`src/rtl/trig_seq_ctrl.sv`:
```
// ---------------------------------------------------------------------------
// trig_seq_ctrl
//
// Sequencer for the ALCT pattern-finder datapath (trigger_rl). It arbitrates
// test-pulse inject, external-trigger and hot-channel-mask reload requests,
// drives the datapath control strobes/levels, watches hv for a hit inside a
// search window and enforces a post-LCT deadtime.
//
// Parameters
//   WIN_W        width of win_cfg (LCT search window counter)
//   DEAD_W       width of dead_cfg (post-LCT trig_stop counter)
//
// Ports
//   clk          system clock, rising edge
//   rst          synchronous reset, active-high
//   inj_req      1-cycle test-pulse injection request
//   ext_req      1-cycle external-trigger request
//   mask_req     1-cycle HCmask reload request
//   mask_done    mask loader finished (level, sampled while in MASK)
//   hv           best-LCT valid from trigger_rl
//   win_cfg      search window length minus 1
//   dead_cfg     deadtime in cycles, 0 = none (sampled on DEAD entry)
//   inject       1-cycle inject strobe
//   ext_trig_en  1-cycle external-trigger enable
//   input_disr   input disable, high while reloading the mask
//   trig_stop    pipeline freeze, high during deadtime
//   mask_ack     1-cycle mask reload complete
//   lct_seen     1-cycle hv accepted (IDLE or WAIT)
//   timeout      1-cycle window expired without hv
//   req_ovf      sticky, a request was dropped; cleared only by rst
//   busy         sequencer not idle
//   lct_cnt      (TRIG_SEQ_LCT_CNT_EN only) saturating count of lct_seen pulses
//   to_cnt       (TRIG_SEQ_LCT_CNT_EN only) saturating count of timeout pulses
//
// Build option
//   TRIG_SEQ_LCT_CNT_EN  adds the lct_cnt / to_cnt statistics counters.
// ---------------------------------------------------------------------------
module trig_seq_ctrl #(
  parameter int unsigned WIN_W  = 5,
  parameter int unsigned DEAD_W = 4
) (
  input  logic              clk,
  input  logic              rst,
  input  logic              inj_req,
  input  logic              ext_req,
  input  logic              mask_req,
  input  logic              mask_done,
  input  logic              hv,
  input  logic [WIN_W-1:0]  win_cfg,
  input  logic [DEAD_W-1:0] dead_cfg,
  output logic              inject,
  output logic              ext_trig_en,
  output logic              input_disr,
  output logic              trig_stop,
  output logic              mask_ack,
  output logic              lct_seen,
  output logic              timeout,
  output logic              req_ovf,
  output logic              busy
`ifdef TRIG_SEQ_LCT_CNT_EN
  ,
  output logic [15:0]       lct_cnt,
  output logic [15:0]       to_cnt
`endif
);

  typedef enum logic [2:0] {
    StIdle,
    StInj,
    StExt,
    StWait,
    StDead,
    StMask
  } state_e;

  state_e              state_q;
  logic [WIN_W-1:0]    win_cnt_q;
  logic [DEAD_W-1:0]   dead_cnt_q;

  // One pending flag per request type.
  logic                mask_pend_q, ext_pend_q, inj_pend_q;
  logic                mask_pend_d, ext_pend_d, inj_pend_d;

  logic                mask_any, ext_any, inj_any;
  logic                idle_arb;
  logic                gnt_mask, gnt_ext, gnt_inj;
  logic                ovf_hit;
  logic                dead_en;

  // Arbitration sees this cycle's pulse as well as the pending flag, so an
  // idle sequencer answers a request on the very next edge.
  always_comb begin
    mask_any    = mask_req | mask_pend_q;
    ext_any     = ext_req  | ext_pend_q;
    inj_any     = inj_req  | inj_pend_q;

    // A free-running LCT in IDLE wins over any grant; requests stay pending.
    idle_arb    = (state_q == StIdle) && !hv;

    gnt_mask    = idle_arb && mask_any;
    gnt_ext     = idle_arb && !mask_any && ext_any;
    gnt_inj     = idle_arb && !mask_any && !ext_any && inj_any;

    mask_pend_d = !gnt_mask && (mask_pend_q || mask_req);
    ext_pend_d  = !gnt_ext  && (ext_pend_q  || ext_req);
    inj_pend_d  = !gnt_inj  && (inj_pend_q  || inj_req);

    // A second pulse while its flag is still set is lost.
    ovf_hit     = (mask_req && mask_pend_q) ||
                  (ext_req  && ext_pend_q)  ||
                  (inj_req  && inj_pend_q);

    dead_en     = (dead_cfg != '0);
  end

  always_ff @(posedge clk) begin
    if (rst) begin
      state_q     <= StIdle;
      win_cnt_q   <= '0;
      dead_cnt_q  <= '0;
      mask_pend_q <= 1'b0;
      ext_pend_q  <= 1'b0;
      inj_pend_q  <= 1'b0;
      inject      <= 1'b0;
      ext_trig_en <= 1'b0;
      input_disr  <= 1'b0;
      trig_stop   <= 1'b0;
      mask_ack    <= 1'b0;
      lct_seen    <= 1'b0;
      timeout     <= 1'b0;
      req_ovf     <= 1'b0;
      busy        <= 1'b0;
    end else begin
      // Single-cycle strobes default low.
      inject      <= 1'b0;
      ext_trig_en <= 1'b0;
      mask_ack    <= 1'b0;
      lct_seen    <= 1'b0;
      timeout     <= 1'b0;

      mask_pend_q <= mask_pend_d;
      ext_pend_q  <= ext_pend_d;
      inj_pend_q  <= inj_pend_d;
      req_ovf     <= req_ovf | ovf_hit;

      unique case (state_q)
        StIdle: begin
          if (hv) begin
            lct_seen <= 1'b1;
            if (dead_en) begin
              state_q    <= StDead;
              trig_stop  <= 1'b1;
              dead_cnt_q <= dead_cfg - DEAD_W'(1);
              busy       <= 1'b1;
            end
          end else if (gnt_mask) begin
            state_q    <= StMask;
            input_disr <= 1'b1;
            busy       <= 1'b1;
          end else if (gnt_ext) begin
            state_q     <= StExt;
            ext_trig_en <= 1'b1;
            busy        <= 1'b1;
          end else if (gnt_inj) begin
            state_q <= StInj;
            inject  <= 1'b1;
            busy    <= 1'b1;
          end
        end

        // The strobe was raised on entry; these states just open the window.
        StInj, StExt: begin
          win_cnt_q <= win_cfg;
          state_q   <= StWait;
        end

        StWait: begin
          // hv is checked before the counter so a hit in the final window
          // cycle is reported as a hit rather than a timeout.
          if (hv) begin
            lct_seen <= 1'b1;
            if (dead_en) begin
              state_q    <= StDead;
              trig_stop  <= 1'b1;
              dead_cnt_q <= dead_cfg - DEAD_W'(1);
            end else begin
              state_q <= StIdle;
              busy    <= 1'b0;
            end
          end else if (win_cnt_q == '0) begin
            timeout <= 1'b1;
            state_q <= StIdle;
            busy    <= 1'b0;
          end else begin
            win_cnt_q <= win_cnt_q - WIN_W'(1);
          end
        end

        // dead_cnt_q was loaded with dead_cfg-1 on entry, giving exactly
        // dead_cfg cycles of trig_stop. hv is ignored here.
        StDead: begin
          if (dead_cnt_q == '0) begin
            state_q   <= StIdle;
            trig_stop <= 1'b0;
            busy      <= 1'b0;
          end else begin
            dead_cnt_q <= dead_cnt_q - DEAD_W'(1);
          end
        end

        // Holds indefinitely until the loader reports completion.
        StMask: begin
          if (mask_done) begin
            mask_ack   <= 1'b1;
            input_disr <= 1'b0;
            state_q    <= StIdle;
            busy       <= 1'b0;
          end
        end

        default: begin
          state_q    <= StIdle;
          trig_stop  <= 1'b0;
          input_disr <= 1'b0;
          busy       <= 1'b0;
        end
      endcase
    end
  end

`ifdef TRIG_SEQ_LCT_CNT_EN
  // Statistics counters, counted from the registered pulses; saturate at max.
  always_ff @(posedge clk) begin
    if (rst) begin
      lct_cnt <= '0;
      to_cnt  <= '0;
    end else begin
      if (lct_seen && (lct_cnt != 16'hFFFF)) begin
        lct_cnt <= lct_cnt + 16'd1;
      end
      if (timeout && (to_cnt != 16'hFFFF)) begin
        to_cnt <= to_cnt + 16'd1;
      end
    end
  end
`endif

endmodule

```
`config.mk`:
```
export PLATFORM = sky130hd
export DESIGN_NAME = trig_seq_ctrl
export DESIGN_NICKNAME = d
export VERILOG_FILES = /design/src/rtl/trig_seq_ctrl.sv
export SDC_FILE = /design/constraint.sdc
export NUM_CORES = 1
export LEC_CHECK = 0
export CAP_MARGIN = 0
export CORE_MARGIN = 4
export CORE_UTILIZATION = 50
export CTS_CLUSTER_SIZE = 14
export DETAILED_ROUTE_END_ITERATION = 10
export PLACE_DENSITY = 0.76
export REMOVE_ABC_BUFFERS = 1
export SLEW_MARGIN = 20
export SYNTH_ARGS = -nofsm -noshare
export SYNTH_HDL_FRONTEND = slang
export SYNTH_SLANG_ARGS = --single-unit
```
`constraint.sdc`:
```
create_clock -name clk -period 2.7 [get_ports clk]
set_input_delay 0.54 -clock clk [delete_from_list [all_inputs] [get_ports clk]]
set_output_delay 0.54 -clock clk [all_outputs]
set_load 0.03 [all_outputs]
```
Yosys cells after proc, flatten, opt, wreduce, memory -nomap -nowiden:

Index checks and enable logic that the tools add are counted.

* bits in registers: 24
* input port bits: 16
* output and inout port bits: 9
* word-level logic and storage cells: 130

* add/sub/neg operators: 3
* eq/ne operators: 18
* muxes and demuxes: 39
* bitwise gates (word level): 11
* reduce and logical (&&, ||, !) cells: 44

Operator list (count)
* 2-to-1 mux 3 bit: 10
* 2-to-1 mux 1 bit: 18
* one-hot mux 3 bit (5 select lines): 1
* != test 2 bit, second input constant: 7
* logical AND 1 bit: 12
* 2-to-1 mux 4 bit: 3
* AND reduction 4 bit: 3
* 2-to-1 mux 5 bit: 2
* one-hot mux 5 bit (2 select lines): 1
* != test 3 bit, second input constant: 3
* one-hot mux 4 bit (2 select lines): 1
* OR reduction 2 bit: 4
* OR reduction 4 bit: 2
* subtractor 4 x 1 -> 4 bit, second input constant: 2
* NOT 1 bit: 7
* AND reduction 7 bit: 1
* equality test 3 x 2 -> 1 bit, second input constant: 2
* equality test 3 bit, second input constant: 2
* logical NOT 1 bit: 6
* one-hot mux 1 bit (3 select lines): 2
* OR reduction 3 bit: 2
* logical NOT 5 bit: 1
* logical OR 1 bit: 5
* != test 5 bit, second input constant: 1
* other kinds (12): 17

Longest topological paths before layout:

* depth in word-level cells: 10
* depth in mapped cells: 9
* depth with buffers taken out: 7

Worst setup path after synthesis:

OpenSTA, ideal clock, no wires.

* path type: register -> register
* start: register state_q[2]
* end: register dead_cnt_q[2]
* setup time: 0.120 ns
* arrival: 1.916 ns
* data required time: 2.580 ns
* slack: 0.664 ns
* stages on the path, launching flop included: 10
* buffers on the path: 2
* clock period less this slack: 2.036 ns
* cell sequence: dfxtp_1 buf_6 or3b_1 buf_6 mux2i_1 ha_1 inv_1 o21ai_0 o311a_1 o31a_1

* word-level cells in the longest chain between the ends: 4
* elaborated cells on any way between the ends: 10
* those cells by class: 5 x eq/ne; 1 x mux; 4 x reduce/logical

Ends and longest elaborated chain
* start, declared: RTL line 76 `state_e state_q;`
* start signal, assigned: RTL line 118 `state_q <= StIdle;`
* start signal, assigned: RTL line 151 `state_q <= StDead;`
* start signal, assigned: RTL line 157 `state_q <= StMask;`
* equality test 3 x 2 -> 1 bit or logical NOT 3 bit (tied branches): RTL line 146 `unique case (state_q)`
* OR reduction 2 bit (no source line)
* != test 2 x 1 -> 1 bit (no source line) or nonzero test 2 bit (tied branches)
* AND reduction 4 bit (no source line)
* end signal, assigned: RTL line 153 `dead_cnt_q <= dead_cfg - DEAD_W'(1);`
* end signal, assigned: RTL line 185 `dead_cnt_q <= dead_cfg - DEAD_W'(1);`
* end signal, assigned: RTL line 207 `dead_cnt_q <= dead_cnt_q - DEAD_W'(1);`
* end, declared: RTL line 78 `logic [DEAD_W-1:0] dead_cnt_q;`

Parallel ways exist; a longest one is shown, timed or not.
A chain may end at the register's enable or synchronous reset.

Worst setup path after layout:

Same ends and word-level chain as after synthesis.

==> results.md <==
- Port Buffers: 24
- Final wirelength: 3540 um
- Worst Path Arrival: 2.39 ns
- Die W: 61.8 um
- Vias per cell: 6.27
- Vias in the first global route: 1347
- Internal power: 0.000937 W
- Pwr dens: 942 nW/um2
- Final hold viol count: 0
- Crit path max fanout: 9
- Max-slew headroom: 51.4%
- Core ar.: 2760 um2
- Row count: 19
- R2R Setup Slk: 0.54 ns
- Critical Path End Type: flip-flop
- GRT Residual Overflow: 0
- First-pass GRT wire length: 6020 um
- Synth Area in Simple Gates: 22.6%
- Crit share post-route: 80.2%
- Critical-path top delay cell: or3b_1
- Syn-to-layout area delta: 20.1%
- Synthesized cell area: 1450 um2
- Worst IR Drop VDD: 0.577 mV
- Setup TNS: 0 ns
- CP Launch Point: state_q[2]
- Cell count of the worst reg-to-reg path: 7
- Clock Power Share: 11.6%
- Most used flip-flop cell after synthesis: dfxtp_1
- Number of clock sinks: 24
- Compound-Gate Fraction of Synth Area: 30.3%
- Leakage: 0.690 nW
- Fillers: 257
- Initial Util: 52.4%
- Die Ht: 61.8 um
- Ys Warns: 0
- Final ANT Viol Nets: 0
- CTS Root Cell: clkbuf_4
- Status: finished clean
- Switching share of total power: 42.7%
- Post-synthesis sequential area ratio: 33.2%
- Number of max-cap violations: 0
- Hold Path Class: flip-flop to flip-flop
- Power after layout: 0.00163 W
- Starting DRT DRC Count: 72
- Largest net degree at the start of global routing: 18
- Minimum clock period: 2.16 ns
- Yosys reg bits: 24
- Largest family of logic cells by synthesized area: compound AO/OA/AOI/OAI gates
- DR DRC count: 0
- Tot GR Track Use: 21.1%
- CP cell instances: or3b_1, mux2i_1, ha_1, inv_1, o21ai_0, o311a_1, o31a_1
- Later-pin clock latency in the skew report: 0.32 ns
- DR WL/cell: 16.4 um
- Antenna cells: 0
- CTS buffer count: 3
- Syn avg cell area: 9.03 um2
- Max reg flops: 5
- Layout cells sized above 1: 10.3%
- Cells after synthesis: 160
- CP peak stage delay: 0.52 ns
- End of the critical path: dead_cnt_q[2]
- Largest regs: win_cnt_q x5, dead_cnt_q x4, state_q x3
- Critical path class: flip-flop to flip-flop
- Slew Viols, Final: 0
- Fmax achieved: 0.462 GHz
- Family with the most delay on the worst path: compound AO/OA/AOI/OAI gates
- Clock-pin transition on the worst setup and hold timing paths: 0.13 ns
- CTS Buffer Depth: 2
- Initial DRT Pass Iterations: 4
- WP buf/inv: 1
- Worst path depth: 7
- Worst r2r dst: dead_cnt_q[2]
- Post-synthesis mux area share: 3.46%
- Setup violations, final: 0
- Register with the most flip-flops: win_cnt_q
- Sequential share of power: 32.5%
- EDFF count, synth: 0
- RD Place Congestion: 0.859
- IO Pins: 25
- CP required: 2.93 ns
- Dpl hpwl: 2620 um
- Postcts setup bufs: 0
- Vias: 1354
- Crit start category: flip-flop
- Async set-reset flop share out of synthesis: 0%
- Post-synthesis xor/xnor area fraction: 0.606%
- Htree depth: 1
- Post-synthesis cell type count: 53
- Combinational Power Share: 55.9%
- Worst Tran Pin Value: 0.722 ns
- Cts hold-fix bufs: 0
- Worst hold slack: 0.484 ns
- Cts repair resizes: 0
- Synth Area in Adders: 2.60%
- Sw power: 0.000698 W
- Clock skew: 0.00796 ns
- CTS tree: done
- Die Area: 3810 um2
- R2R Path Start: state_q[2]
- NumNets Final: 205
- Initial antenna violation count: 0
- RSZ-0062 raised after global routing: no
[power groups by stage]
stage          Sequential, W  Clock (W)  Combinational [W]
3_5_place_dp        0.000537          0           0.000897
6_report            0.000531   0.000189           0.000914
4_1_cts             0.000529   0.000198           0.000906
5_1_grt             0.000543   0.000212            0.00101
2_1_floorplan       0.000618          0           0.000548
3_3_place_gp        0.000533          0           0.000883
[cell usage after synthesis (2+ instances only)]
master     count  area [um2]
a211oi_1       2        15.0
a21oi_1        9        45.0
a2bb2oi_1      2        17.5
a32o_1         3        30.0
and2_1         3        18.8
and4_1         2        17.5
buf_2          2        10.0
buf_6          5        56.3
clkbuf_1       3        11.3
dfxtp_1       24         480
ha_1           3        37.5
inv_1          7        26.3
mux2i_1        5        50.1
nand2_1       14        52.6
nand3b_1       2        15.0
nor2_1        10        37.5
nor2b_1        2        12.5
nor3_1         8        40.0
nor3b_1        2        15.0
nor4_1         4        25.0
o211a_1        3        30.0
o211ai_1       5        37.5
o21ai_0        5        25.0
o22ai_1        2        12.5
o311a_1        3        30.0
o32ai_1        2        17.5
o41ai_2        2        32.5
[per-stage QoR]
stage	util, %	instances	setup slack [ns]	cell area, um2
after CTS	62.9	216	0.548	1740
after global routing	62.9	216	0.395	1740
after floorplan	-	150	0.429	1370
after global placement	61.6	212	0.318	1700
after detailed placement	61.6	212	0.271	1700
final	62.9	216	0.536	1740
[cells by family after synthesis]
group                    after synthesis
flip-flops                            24
multiplexers                           5
AO/OA/AOI/OAI                         52
AND/OR/NAND/NOR                       58
buffers and inverters                 17
adder cells (fa/ha/maj)                3
XOR/XNOR                               1
[layout by cell type, fill, tap and decap left out, types with 2 or more instances in the layout]
| cell type | instances |
|---|---|
| and4_1 | 2 |
| nor2b_1 | 2 |
| mux2i_1 | 5 |
| and2_1 | 3 |
| a32o_1 | 3 |
| dfxtp_1 | 24 |
| clkbuf_4 | 3 |
| o211ai_1 | 5 |
| a21oi_1 | 9 |
| nor4_1 | 4 |
| o21ai_0 | 5 |
| clkdlybuf4s50_1 | 24 |
| a2bb2oi_1 | 2 |
| nor3b_1 | 2 |
| buf_4 | 7 |
| o41ai_2 | 2 |
| o211a_1 | 3 |
| o32ai_1 | 2 |
| nand2_1 | 14 |
| inv_1 | 7 |
| ha_1 | 3 |
| a211oi_1 | 2 |
| nand3b_1 | 2 |
| nor2_1 | 10 |
| nor3_1 | 8 |
| o311a_1 | 3 |
| o22ai_1 | 2 |
[tightest hold or removal path: stages (launching register included)]
cell and delay, ns:
dfxtp_1 0.34, nand2_1 0.05, mux2i_1 0.05
[routing by layer]
layer | share of wire [%] | up-vias | wire [um] | track usage [%]
li1 | - | 670 | - | -
met3 | 4.8 | 4 | 170 | 3.93
met5 | 0 | - | 0 | 0
met1 | 48 | 647 | 1690 | 28.7
met2 | 47 | 33 | 1650 | 33.5
met4 | 0.71 | 0 | 25 | 7.27
[final cells by class]
class / count / area, um2 / area share, %
Timing Repair Buffer: 31 / 293 / 16.9
Inverter: 7 / 26.3 / 1.51
Multi-Input combinational cell: 119 / 861 / 49.6
Tap cell: 31 / 38.8 / 2.24
Sequential cell: 24 / 480 / 27.7
Clock buffer: 4 / 36.3 / 2.09
[worst min path at each step]
stage / from / slack (ns) / depth (start not counted) / end
final: busy / 0.48 / 2 / busy
after global routing: busy / 0.53 / 2 / busy
after CTS: busy / 0.48 / 2 / busy
after detailed placement: busy / 0.46 / 2 / busy
after global placement: busy / 0.46 / 2 / busy
after floorplan: win_cnt_q[3] / 0.48 / 2 / win_cnt_q[3]
Note: power is estimated with default switching activity, not from simulation.
